**config.mk**
```make
export PLATFORM = sky130hd
export DESIGN_NAME = cache_arbiter
export DESIGN_NICKNAME = d
export VERILOG_FILES = /design/src/rtl/cache_arbiter_pkg.sv /design/src/rtl/cache_arbiter_checker.sv /design/src/rtl/cache_arbiter.sv
export SDC_FILE = /design/constraint.sdc
export NUM_CORES = 1
export LEC_CHECK = 0
export ABC_CLOCK_PERIOD_IN_PS = 1800
export BUFFER_PORTS_ARGS = -buffer_cell sky130_fd_sc_hd__buf_4
export CAP_MARGIN = 15
export CORE_AREA = 4 4 642 644
export CTS_CLUSTER_DIAMETER = 40
export DETAILED_ROUTE_END_ITERATION = 7
export DIE_AREA = 0 0 646 648
export GPL_TIMING_DRIVEN = 0
export PLACE_DENSITY_LB_ADDON = 0.25
export RECOVER_POWER = 25
export SYNTH_ARGS = -nofsm -noshare
export SYNTH_HDL_FRONTEND = slang
export SYNTH_SLANG_ARGS = --single-unit
```
**constraint.sdc**
```tcl
create_clock -name clk -period 1.8 [get_ports clk]
set_input_delay 0.36 -clock clk [delete_from_list [all_inputs] [get_ports clk]]
set_output_delay 0.36 -clock clk [all_outputs]
set_load 0.02 [all_outputs]
```
**src/rtl/cache_arbiter_pkg.sv**
```systemverilog
// Shared types for the two-cache physical-memory arbiter: FSM states,
// requester identifiers, widths and the round-robin pick.
package cache_arb_types;

  localparam int S_LINE = 256;
  localparam int S_ADDR = 32;

  typedef enum logic [1:0] {
    IDLE    = 2'd0,
    GRANT_I = 2'd1,
    GRANT_D = 2'd2,
    RESP    = 2'd3
  } arb_state_t;

  typedef enum logic {
    REQ_I = 1'b0,
    REQ_D = 1'b1
  } arb_req_t;

  // On a tie the requester that did not win last time is chosen.
  function automatic arb_req_t rr_select(input logic req_i, input logic req_d,
                                         input arb_req_t last_grant);
    arb_req_t sel;
    if (req_i && req_d) begin
      sel = (last_grant == REQ_I) ? REQ_D : REQ_I;
    end else if (req_d) begin
      sel = REQ_D;
    end else begin
      sel = REQ_I;
    end
    return sel;
  endfunction

endpackage

```
**src/rtl/cache_arbiter_checker.sv**
```systemverilog
// Protocol properties for the arbiter: no read+write from one requester,
// never both memory strobes at once.
module cache_arbiter_checker (
  input logic clk,
  input logic rst,
  input logic i_read,
  input logic i_write,
  input logic d_read,
  input logic d_write,
  input logic pmem_read,
  input logic pmem_write
);

  a_i_single_op: assert property (@(posedge clk) disable iff (!rst) !(i_read && i_write));
  a_d_single_op: assert property (@(posedge clk) disable iff (!rst) !(d_read && d_write));
  a_pmem_one_strobe: assert property (@(posedge clk) disable iff (!rst) !(pmem_read && pmem_write));

endmodule

```
**src/rtl/cache_arbiter.sv**
```systemverilog
// Serialises whole-line I-cache and D-cache transactions onto one memory
// port, round-robin on ties, with latched request and returned line.
module cache_arbiter
  import cache_arb_types::*;
#(
  parameter int s_line = S_LINE,
  parameter int s_addr = S_ADDR
) (
  input  logic              clk,
  input  logic              rst,
  input  logic              i_read,
  input  logic              i_write,
  input  logic [s_addr-1:0] i_address,
  input  logic [s_line-1:0] i_wdata,
  output logic [s_line-1:0] i_rdata,
  output logic              i_resp,
  input  logic              d_read,
  input  logic              d_write,
  input  logic [s_addr-1:0] d_address,
  input  logic [s_line-1:0] d_wdata,
  output logic [s_line-1:0] d_rdata,
  output logic              d_resp,
  output logic              pmem_read,
  output logic              pmem_write,
  output logic [s_addr-1:0] pmem_address,
  output logic [s_line-1:0] pmem_wdata,
  input  logic [s_line-1:0] pmem_rdata,
  input  logic              pmem_resp
);

  arb_state_t        state_r;
  arb_state_t        state_s;
  arb_req_t          last_grant_r;
  arb_req_t          sel_s;
  logic              req_i_s;
  logic              req_d_s;
  logic              grant_s;
  logic              op_write_r;
  logic [s_addr-1:0] addr_r;
  logic [s_line-1:0] wdata_r;
  logic [s_line-1:0] i_rdata_r;
  logic [s_line-1:0] d_rdata_r;
  logic              i_resp_r;
  logic              d_resp_r;

  assign req_i_s = i_read | i_write;
  assign req_d_s = d_read | d_write;
  assign sel_s   = rr_select(req_i_s, req_d_s, last_grant_r);
  assign grant_s = (state_r == IDLE) && (req_i_s || req_d_s);

  // Next state and memory strobes; strobe falls in the pmem_resp cycle itself.
  always_comb begin
    state_s    = state_r;
    pmem_read  = 1'b0;
    pmem_write = 1'b0;
    case (state_r)
      IDLE: begin
        if (grant_s) begin
          state_s = (sel_s == REQ_D) ? GRANT_D : GRANT_I;
        end else begin
          state_s = IDLE;
        end
      end
      GRANT_I, GRANT_D: begin
        pmem_read  = !op_write_r && !pmem_resp;
        pmem_write = op_write_r && !pmem_resp;
        if (pmem_resp) begin
          state_s = RESP;
        end else begin
          state_s = state_r;
        end
      end
      RESP:    state_s = IDLE;
      default: state_s = IDLE;
    endcase
  end

  // State register; reset abandons any in-flight transaction.
  always_ff @(posedge clk or negedge rst) begin
    if (!rst) begin
      state_r <= IDLE;
    end else begin
      state_r <= state_s;
    end
  end

  // Request latches and tie-break history, loaded on grant.
  always_ff @(posedge clk or negedge rst) begin
    if (!rst) begin
      last_grant_r <= REQ_I;
      op_write_r   <= 1'b0;
      addr_r       <= {s_addr{1'b0}};
      wdata_r      <= {s_line{1'b0}};
    end else if (grant_s) begin
      if (sel_s == REQ_D) begin
        addr_r     <= d_address;
        wdata_r    <= d_wdata;
        op_write_r <= d_write;
      end else begin
        addr_r     <= i_address;
        wdata_r    <= i_wdata;
        op_write_r <= i_write;
      end
      if (req_i_s && req_d_s) begin
        last_grant_r <= sel_s;
      end
    end
  end

  // Completion strobes and returned lines, one per requester.
  always_ff @(posedge clk or negedge rst) begin
    if (!rst) begin
      i_resp_r  <= 1'b0;
      d_resp_r  <= 1'b0;
      i_rdata_r <= {s_line{1'b0}};
      d_rdata_r <= {s_line{1'b0}};
    end else begin
      i_resp_r <= (state_r == GRANT_I) && pmem_resp;
      d_resp_r <= (state_r == GRANT_D) && pmem_resp;
      if ((state_r == GRANT_I) && pmem_resp && !op_write_r) begin
        i_rdata_r <= pmem_rdata;
      end
      if ((state_r == GRANT_D) && pmem_resp && !op_write_r) begin
        d_rdata_r <= pmem_rdata;
      end
    end
  end

  assign i_rdata      = i_rdata_r;
  assign d_rdata      = d_rdata_r;
  assign i_resp       = i_resp_r;
  assign d_resp       = d_resp_r;
  assign pmem_address = addr_r;
  assign pmem_wdata   = wdata_r;

  cache_arbiter_checker u_checker (
    .clk        (clk),
    .rst        (rst),
    .i_read     (i_read),
    .i_write    (i_write),
    .d_read     (d_read),
    .d_write    (d_write),
    .pmem_read  (pmem_read),
    .pmem_write (pmem_write)
  );

endmodule

```
* Yosys cells after proc, flatten, opt, wreduce, memory -nomap -nowiden *
Cells that the tools add are included.

operators by class
  equality and inequality tests = 4
  multiplexer cells = 12
  bitwise operators = 2
  reduce and logical (&&, ||, !) cells = 14

operators with widths
  cell                  number
  $mux W256             1
  $mux W32              1
  $logic_and A1 B1 Y1   8
  $mux W1               6
  $mux W2               3
  $pmux W2 S3           1
  $eq A2 B2 Y1 const B  2
  $eq A2 B1 Y1 const B  1
  $logic_not A1 Y1      2
  $logic_not A2 Y1      1
  $ne A2 B2 Y1 const B  1
  $or A1 B1 Y1          2
  $reduce_and A2 Y1     1
  $reduce_or A2 Y1      1
  $logic_or A1 B1 Y1    1

word-level totals
  word-level logic and storage cells = 41
  output and inout bits = 804
  flip-flop bits (word level) = 806
  bits of input ports = 839

* Logic depth before layout (Yosys ltp) *
  depth after elaboration = 6
  gate-level depth with buffers = 7
  gate-level depth less buffers = 5

* Worst setup path after synthesis *
No wires, ideal clock.

  path type = register to register
  start point = reg state_r[0]
  end point = reg d_rdata_r[100] (netlist: d_rdata[100])
  clock period less this slack = 1752 ps
  library setup time = 125 ps
  arrival = 1627 ps
  slack = 48 ps
  stages on the path, launching flop included = 8
  cell sequence = dfrtp_1 > inv_1 > ha_1 > and2_1 > nand2_1 > clkbuf_1 > buf_2 > mux2_2

between the ends
  word-level cells in the longest chain between the ends = 3

ends and longest elaborated chain
  element                            RTL line              RTL
  start, declared                    cache_arbiter.sv:31   arb_state_t state_r;
  start signal, assigned             cache_arbiter.sv:83   state_r <= state_s;
  $eq A2 B2 Y1                       cache_arbiter.sv:123  if ((state_r == GRANT_D) && pmem_resp && !op_write_r) begin
  $logic_and A1 B1 Y1 (2 in series)  cache_arbiter.sv:123
  end signal, assigned               cache_arbiter.sv:116  d_rdata_r <= {s_line{1'b0}};
  end signal, assigned               cache_arbiter.sv:124  d_rdata_r <= pmem_rdata;
  end, declared                      cache_arbiter.sv:42   logic [s_line-1:0] d_rdata_r;

No other way between the ends.
A chain may end at the register's enable or synchronous reset.

* Final worst setup path *
  start point = reg state_r[0]
  end point = reg wdata_r[139] (netlist: pmem_wdata[139])

between the ends
  word-level cells in the longest chain between the ends = 2

ends and longest elaborated chain
  element               RTL line              RTL
  $logic_not A2 Y1      cache_arbiter.sv:49   assign grant_s = (state_r == IDLE) && (req_i_s || req_d_s);
  $logic_and A1 B1 Y1   cache_arbiter.sv:49
  end signal, assigned  cache_arbiter.sv:93   wdata_r <= {s_line{1'b0}};
  end signal, assigned  cache_arbiter.sv:97   wdata_r <= d_wdata;
  end signal, assigned  cache_arbiter.sv:101  wdata_r <= i_wdata;
  end, declared         cache_arbiter.sv:40   logic [s_line-1:0] wdata_r;

No other way between the ends.

==> flow_summary_export.csv <==
group,metric,value,unit
finish,fin_util,16.80,%
critical_path,cp_top_family,"buffers and inverters",
drt,wl_per_cell,30.56,microns
global_routing,grt_max_degree,107,
critical_path,endpoint_kind,"register",
floorplanning,io_pins,1643,
clock_network,numCtsBuffers,203,
global_routing,grt_pass1_vias,34379,
power,p_per_area,2011,nW/um^2
power,p_leak,30.21,nW
sta,tightest_slew,1337,ps
floorplanning,fp.dieH,648,microns
clock_network,htree_num_levels,4,
sta,period_share,127.1,%
place,dp_hpwl,278.5,mm
critical_path,required,2490,ps
floorplanning,initial_core_util,7.815,%
floorplanning,chipWidth,646,microns
critical_path,max_stage_delay,390,ps
run_status,violations,"negative hold slack, negative setup slack",
finish,final_common_cell,"buf_4",
finish,final_cell_mix,"buf_4, dlygate4sd3_1, dfrtp_1",
run_status,outcome,"finished with violations",
critical_path,rr_endpoint,"pmem_wdata[139]",
sta,hold_viol,153,
drt,initialDrtViolationCount,1901,
critical_path,path_class,"reg2reg",
logic_synthesis,synth_nets,2918,
clock_network,clk_pin_slew,50,ps
place,port_buffers,1642,
clock_network,root_buffer,"clkbuf_16",
power,ir_drop,0.9032,mV
sta,finalSetupViolations,932,
logic_synthesis,yosysSeqAreaShare,63.60,%
global_routing,antenna_found_initial,220,
critical_path,slowest_stage,"dfrtp_1",
global_routing,grt-ovfl-total,0,
drt,vias,32184,
sta,fin_crit,2287,ps
drt,drc,0,
clock_network,cts_tree,"done",
critical_path,crit_chain,"inv_2 -> ha_1 -> o41ai_4 -> buf_6 -> buf_2 -> buf_2 -> and2_1 -> a221o_1",
clock_network,numClockSinks,806,
critical_path,cpMostUsedCell,"buf_2",
finish,fin_cells,10472,
place,dp.cells,9156,
clock_network,clock_latency,890,ps
logic_synthesis,synth.avg_cell_area,15.28,sq um
finish,areaGrowthSynthToFinish,115.0,%
drt,route.antenna.remaining_nets,0,
drt,vias_per_cell,3.073,
critical_path,critPathBufInv,4,
drt,firstDrtPassIters,5,
critical_path,worstReg2RegStart,"state_r[0]",
logic_synthesis,synth_cell_types,24,
logic_synthesis,syn_area,31710,sq um
sta,finClkSkew,43.85,ps
critical_path,critPathLaunch,"state_r[0]",
floorplanning,core,405800,sq um
worst_hold_path,hold_path.class,"in2async",
drt,drt-total-wl,320.0,mm
global_routing,grtUsageTotal,14.60,%
critical_path,critPathArrivalTime,2980,ps
critical_path,r2r_cells,8,
finish,fin_nets,5654,
place,gp_congestion,0.8986,
critical_path,path_max_fanout,10,
logic_synthesis,netlist_instances,2075,
sta,slew_headroom,10.84,%
logic_synthesis,yosysWarnings,0,
flow_run,drv_cap,0,
global_routing,grt_pass1_wl,395.2,mm
finish,layout-drive-gt1-share,54.38,%
sta,slew_viol_final,0,
sta,max_freq,0.4372,GHz
clock_network,max-clock-path-buffers,4,
floorplanning,rows,234,
power,power,137.1,mW
logic_synthesis,synth-seq-cells,806,
critical_path,rrSetupSlack,-490,ps
critical_path,worst_setup_path_start_kind,"register",
sta,fin_ws,-487.1,ps
sta,rsz0062_at_grt,"yes",
floorplanning,die-area,418600,sq um
sta,whs,-546.7,ps
==> timing repair <==
item,in CTS,in global routing
gates cloned,10,0
hold endpoints to repair,998,73
pin swaps,2,0
setup endpoints to repair,1607,1605
hold buffers,844,3
setup buffers,20,1
gates resized for setup,194,13
==> metal layers <==
metal	part of all wire [%]	track usage [%]	vias to the layer above
met5	0.18	0	-
met4	2.3	3.039	92
met3	9.9	6.034	518
met2	47	24.36	1680
met1	40	17.50	16499
li1	-	-	13395
==> per-stage QoR <==
stage / hold slack, ps / area, sq um / setup TNS (ps) / setup slack [ps]
6_report: -546.7 / 68190 / -220410 / -487.1
5_1_grt: -564.3 / 68090 / -362720 / -613.7
4_1_cts: -603.2 / 68000 / -348980 / -611.4
3_5_place_dp: 397.9 / 51100 / -1138080 / -1834
3_3_place_gp: 485.0 / 50830 / -9300040 / -10640
2_1_floorplan: 64.41 / 31710 / 0 / 48.16
==> area by class of cell <==
cell class                 instances  area, sq um
fill                           45142       337600
timing repair buffer            2531        21590
sequential                       806        20170
multi-input combinational       1115        10840
tap                             5428         6792
clock buffer                     255         5608
clock inverter                   121         1698
buffer                           151         1314
antenna                           62        155.1
inverter                           3        15.01
==> sequential cells by signal, summed over array words and instances (netlist names) <==
signal / cells
i_rdata: 256
pmem_wdata: 256
d_rdata: 256
op_write_r: 1
last_grant_r: 1
pmem_address: 32
i_resp: 1
d_resp: 1
state_r: 2
==> cells in the mapped netlist (all sizes together) <==
library cell,n,area [sq um]
dfrtp,806,20170
mux2,512,5766
and2,290,1814
a221o,289,2893
buf,110,701.9
clkbuf,41,156.4
ha,4,50.05
and3,3,18.77
inv,3,11.26
nand2,3,11.26
a41o,2,20.02
nor2,2,7.510
o221a,2,22.52
or2,2,12.51
nand2b,1,6.260
nand3,1,5.000
o21ai,1,5.000
o21bai,1,7.510
o41ai,1,27.53
xnor2,1,8.760
==> worst reg2reg max path: stages (launching register included) <==
cell and delay (ps):
dfrtp_1 390, inv_2 100, ha_1 330, o41ai_4 140, buf_6 180, buf_2 250
buf_2 290, and2_1 220, a221o_1 250
==> worst max-delay path by stage <==
stage,to,depth (start not counted)
CTS,pmem_write,5
floorplan,d_rdata[100],7
detailed placement,i_rdata[96],7
finish,pmem_wdata[139],8
global route,pmem_read,5
global placement,d_rdata[233],1
==> power by group <==
group	total [mW]	switching, mW	leakage [nW]	internal (mW)
clock network	39.3	12.8	3.51	26.5
logic	64.2	38.0	17.0	26.3
registers	33.6	6.15	9.74	27.4
==> cell families after synthesis <==
family,Yosys count,share of synthesized area [%]
AOI/OAI and AO/OA,296,9.382
xor gates and xnor gates,1,0.02762
adders and majority gates,4,0.1578
buffers and inverters,154,2.742
DFF,806,63.60
muxes,512,18.18
and+or+nand+nor,302,5.914
Note: power is estimated with default switching activity, not from simulation.
